`src/rtl/gate_tester_pkg.sv`:
```
// Shared types and constants for the two-input gate tester.
package gate_tester_pkg;

  // Tester sequencing states.
  typedef enum logic [1:0] {
    IDLE  = 2'd0,
    DRIVE = 2'd1,
    DONE  = 2'd2
  } state_t;

  // Encodings of the expected gate function.
  localparam logic [1:0] OP_AND  = 2'd0;
  localparam logic [1:0] OP_OR   = 2'd1;
  localparam logic [1:0] OP_XOR  = 2'd2;
  localparam logic [1:0] OP_NAND = 2'd3;

  // A two-input gate has four input combinations to exercise.
  localparam int NUM_VECTORS = 4;

endpackage

```
`src/rtl/gate_tester_gate_model.sv`:
```
// Golden two-input gate: optional input bubbles followed by the selected function.
module gate_model
  import gate_tester_pkg::*;
#(
  parameter logic [1:0] BubblesMask = 2'b00,
  parameter logic [1:0] GateOp      = OP_AND
) (
  input  logic a,
  input  logic b,
  output logic y
);

  logic a_eff;
  logic b_eff;

  assign a_eff = a ^ BubblesMask[0];
  assign b_eff = b ^ BubblesMask[1];

  // Apply the selected gate function to the (possibly inverted) inputs.
  always_comb begin
    y = 1'b0;
    case (GateOp)
      OP_AND:  y = a_eff & b_eff;
      OP_OR:   y = a_eff | b_eff;
      OP_XOR:  y = a_eff ^ b_eff;
      default: y = ~(a_eff & b_eff);
    endcase
  end

endmodule

```
`src/rtl/gate_tester.sv`:
```
// Exhaustive tester for a two-input gate: walks the four input vectors,
// holds each for SettleCycles+1 cycles, samples the gate output on the last
// edge of the window and records mismatches against a golden gate model.
//
// Handshake: start is a request sampled only in IDLE; once accepted busy is
// high for the whole run, then done pulses for exactly one cycle with busy
// low, and pass/fail_vector/err_count are valid from that cycle until the
// next accepted start.
module gate_tester
  import gate_tester_pkg::*;
#(
  parameter logic [1:0] BubblesMask  = 2'b00,
  parameter logic [1:0] GateOp       = OP_AND,
  parameter int         SettleCycles = 1
) (
  input  logic       clock,
  input  logic       reset,
  input  logic       start,
  output logic       input1,
  output logic       input2,
  input  logic       result,
  output logic       busy,
  output logic       done,
  output logic       pass,
  output logic [3:0] fail_vector,
  output logic [2:0] err_count,
  output state_t     dbg_state
);

  localparam logic [3:0] SETTLE_LAST = 4'(SettleCycles);
  localparam logic [1:0] LAST_VEC    = 2'(NUM_VECTORS - 1);

  state_t      state_q, state_d;
  logic [1:0]  vec_q, vec_d;
  logic [3:0]  cnt_q, cnt_d;
  logic [3:0]  fail_q, fail_d;
  logic [2:0]  err_q, err_d;
  logic        pass_q, pass_d;
  logic        expected;
  logic        mismatch;

  gate_model #(
    .BubblesMask (BubblesMask),
    .GateOp      (GateOp)
  ) u_gate_model (
    .a (input1),
    .b (input2),
    .y (expected)
  );

  assign mismatch    = (result != expected);
  assign pass        = pass_q;
  assign fail_vector = fail_q;
  assign err_count   = err_q;
  assign dbg_state   = state_q;

  // Next-state, result bookkeeping and stimulus/status decode.
  always_comb begin
    state_d = state_q;
    vec_d   = vec_q;
    cnt_d   = cnt_q;
    fail_d  = fail_q;
    err_d   = err_q;
    pass_d  = pass_q;
    input1  = 1'b0;
    input2  = 1'b0;
    busy    = 1'b0;
    done    = 1'b0;
    case (state_q)
      IDLE: begin
        if (start) begin
          state_d = DRIVE;
          vec_d   = '0;
          cnt_d   = '0;
          fail_d  = '0;
          err_d   = '0;
          pass_d  = 1'b0;
        end
      end
      DRIVE: begin
        busy   = 1'b1;
        input1 = vec_q[0];
        input2 = vec_q[1];
        if (cnt_q == SETTLE_LAST) begin
          // Last edge of the settle window: sample the gate output.
          cnt_d = '0;
          if (mismatch) begin
            fail_d[vec_q] = 1'b1;
            err_d         = err_q + 3'd1;
          end
          if (vec_q == LAST_VEC) begin
            state_d = DONE;
            vec_d   = '0;
            pass_d  = (err_q == 3'd0) && !mismatch;
          end else begin
            vec_d = vec_q + 2'd1;
          end
        end else begin
          cnt_d = cnt_q + 4'd1;
        end
      end
      DONE: begin
        done    = 1'b1;
        state_d = IDLE;
      end
      default: state_d = IDLE;
    endcase
  end

  // State register with synchronous reset.
  always_ff @(posedge clock) begin
    if (reset) begin
      state_q <= IDLE;
      vec_q   <= '0;
      cnt_q   <= '0;
      fail_q  <= '0;
      err_q   <= '0;
      pass_q  <= 1'b0;
    end else begin
      state_q <= state_d;
      vec_q   <= vec_d;
      cnt_q   <= cnt_d;
      fail_q  <= fail_d;
      err_q   <= err_d;
      pass_q  <= pass_d;
    end
  end

endmodule

```
`config.mk`:
```
export PLATFORM = sky130hd
export DESIGN_NAME = gate_tester
export DESIGN_NICKNAME = d
export VERILOG_FILES = /design/src/rtl/gate_tester_pkg.sv /design/src/rtl/gate_tester_gate_model.sv /design/src/rtl/gate_tester.sv
export SDC_FILE = /design/constraint.sdc
export NUM_CORES = 1
export LEC_CHECK = 0
export CAP_MARGIN = 20
export CORE_MARGIN = 10
export CORE_UTILIZATION = 35
export DETAILED_ROUTE_END_ITERATION = 16
export PLACE_DENSITY = 0.61
export RECOVER_POWER = 100
export SLEW_MARGIN = 20
export SYNTH_ARGS = -nofsm -noshare
export SYNTH_HDL_FRONTEND = slang
export SYNTH_SLANG_ARGS = --single-unit
```
`constraint.sdc`:
```
create_clock -name clock -period 1.8 [get_ports clock]
set_clock_uncertainty 0.2 [all_clocks]
set_input_delay 0.18 -clock clock [delete_from_list [all_inputs] [get_ports clock]]
set_output_delay 0.18 -clock clock [all_outputs]
set_load 0.03 [all_outputs]
```
==> results.md <==
- Status: finished, final reports clean
- DRC Markers: 0
- Maximum VDD drop: 0.425 mV
- Post-DP HPWL: roughly 1500 µm
- Iter 0 DRT Violations: 14
- Worst path buffer plus inverter count: 1
- Hold Path Stages: 2
- I/O Buffers: 17
- Crit Path Max Fanout: 4
- Most frequent cells in the layout: nand2_1, dfxtp_1, clkdlybuf4s50_1
- Kind of start point of the critical path: register
- Sink Count: 16
- ANT nets after route: 0
- Gates resized, CTS repair: 3
- Hold_sp: fail_vector[3]
- Fillers: between 200 and 250
- Starting Density: 0.377
- CTS tree: yes
- Final hold vios: 0
- Switch share: 0.299
- GR Util All Layers: 0.0830
- H-Tree Depth: 1
- Sequential power share: 0.475
- Setup CP Type: register to output port
- CTS root buffer: clkbuf_4
- Die Y: ~70 µm
- Reg-to-reg slack, setup: ~0.090 ns
- Nature of the critical path endpoint: output port
- Proportion of layout cells with a drive suffix above 1: 0.173
- R2r startpoint: cnt_q[1]
- First-pass GRT wire length: around 3400 µm
- Main synth FF type: dfxtp_1
- Avg WL per Cell: around 13 µm
- Ys Warns: 0
- Hold Slack: approximately 0.26 ns
- Vias/cell: between 4 and 5
- CP required: around 1.4 ns
- Post-synth EDFFs: 0
- Syn_area_per_cell: approximately 8.5 µm²
- DP Worst Slack: -0.0227 ns
- Fin crit period: 1.74 ns
- Worst r2r path cells: 6
- Clock transition at the registers of the reported paths: roughly 0.10 ns
- Post-route setup slack: 0.0574 ns
- Cts bufs inserted: 3
- Hold endpoint: fail_vector[3]
- Gpl congestion: a little over 0.7
- Largest net degree at the start of global routing: 11
- Number of post-CTS setup repair buffers: 0
- I/O pins: 18
- Pwr dens: roughly 720 nW/µm²
- Worst r2r dst: vec_q[0]
- Slowest cell on crit path: clkdlybuf4s50_1
- Cells along the critical path: clkdlybuf4s50_1
- Max-slew headroom: 0.748
- Diodes inserted: 0
- CP peak stage delay: 0.69 ns
- Cts hold-fix bufs: 0
- Post-synthesis instance total: slightly above 100
- Seq cells post-synth: 16
- Synth Cell Area: between 800 and 900 µm²
- Antenna violations before repair: 0
- Global route overflow: 0
- Later-pin clock latency in the skew report: a little under 0.3 ns
- Chip width: approximately 70 µm
- Total routed wirelength: 1980 µm
- Sequential area share after synthesis: 0.373
- CP Data Arrival Time: ~1.4 ns
- Leak: approximately 0.00047 µW
- Pins over their slew limit: 0
- CTS max path bufs: 2
- Ys async rst share: 0
- Die footprint: 4830 µm²
- Unrepaired setup endpoints after global routing: no
- Layout area overhead: 31.6%
- Post-Syn Nets: about 110
- Final net count: 140
- Most common cell after layout, fill and taps aside: nand2_1
- DRT Pass-1 Iters: 4
- Pint: 567 µW
- Final Power: approximately 810 µW
- Setup-failing EPs final: 0
- Clock share of power: 0.299
- HP Class: register to register
- NetSw: between 200 and 250 µW
- Max Freq: roughly 0.57 GHz
- Combinational power share: 0.226
- Core Box Area: roughly 2300 µm²
- Worst Max-Slew Pin Slew: roughly 0.37 ns
- Final period utilization: 0.968
- Vias in the first global route: roughly 740
- Top cell family by delay on the critical path: buffers and inverters
- Max-cap violation count: 0
- Synth unique cells: 30
- DR vias: between 700 and 800
- Num rows: 17
## final cells by class
type / count / area, µm² / area share
Timing Repair Buffer: 24 / 206 / 0.183
Multi-Input combinational cell: 75 / 502 / 0.444
Tap cell: 28 / 35.0 / 0.0310
Sequential cell: 16 / 320 / 0.284
Clock buffer: 4 / 36.3 / 0.0321
Inverter: 8 / 30.0 / 0.0266
## layer usage
metal,vias to the layer above,routed length (µm),GRT usage
li1,394,-,-
met1,338,949,0.0987
met2,15,890,0.125
met3,2,134,0.0328
met4,0,9,0.0421
met5,-,0,0
## registers in the layout, summed over array words and instances, names as in the netlist
register     cells
err_count        3
cnt_q            4
pass             1
fail_vector      4
vec_q            2
dbg_state        2
## worst min-delay path, stage by stage (launching register included)
cell and delay, ns:
dfxtp_1 0.34, nand2_1 0.04, o21ai_0 0.05
## kinds of logic after synthesis
| logic type | Yosys count | synth area share |
|---|---|---|
| and+or+nand+nor | 44 | 0.267 |
| AOI/OAI and AO/OA | 18 | 0.143 |
| DFF | 16 | 0.373 |
| buffers and inverters | 10 | 0.0452 |
| adders and majority gates | 8 | 0.117 |
| muxes | 3 | 0.0350 |
| xor gates and xnor gates | 2 | 0.0204 |
## Yosys cell counts, drive strengths merged (3+ instances only)
cell,count,share of area
nand2b,3,0.031
inv,8,0.035
a21oi,6,0.039
o21ai,4,0.023
nand2,19,0.083
dfxtp,16,0.37
mux2i,3,0.035
nand3,5,0.029
ha,8,0.12
nor2,8,0.035
nor3,3,0.017
## through the flow
step,instances,cell area [µm²],util,setup TNS (ns)
after CTS,155,1130,0.498,0
final,155,1130,0.496,0
after global routing,155,1130,0.496,0
after global placement,151,1100,0.483,0
after floorplan,101,858,-,0
after detailed placement,151,1100,0.483,-0.0260
## power by group through the flow
stage	clock network, µW	registers [µW]	logic, µW
detailed placement	0	393	187
floorplan	0	408	99.7
CTS	253	385	187
global placement	0	392	184
global route	267	388	203
finish	242	384	183
## worst max-delay path by stage
stage | from | endpoint | slack, ns | cells after the start
finish | err_count[2] | err_count[2] | 0.06 | 1
global route | err_count[0] | err_count[0] | 0.002 | 1
CTS | err_count[1] | err_count[1] | 0.04 | 1
detailed placement | start | fail_vector[0] | -0.02 | 5
global placement | start | err_count[0] | 0.07 | 5
floorplan | dbg_state[1] | err_count[0] | 0.07 | 5
Power figures use the tool's default switching activity.
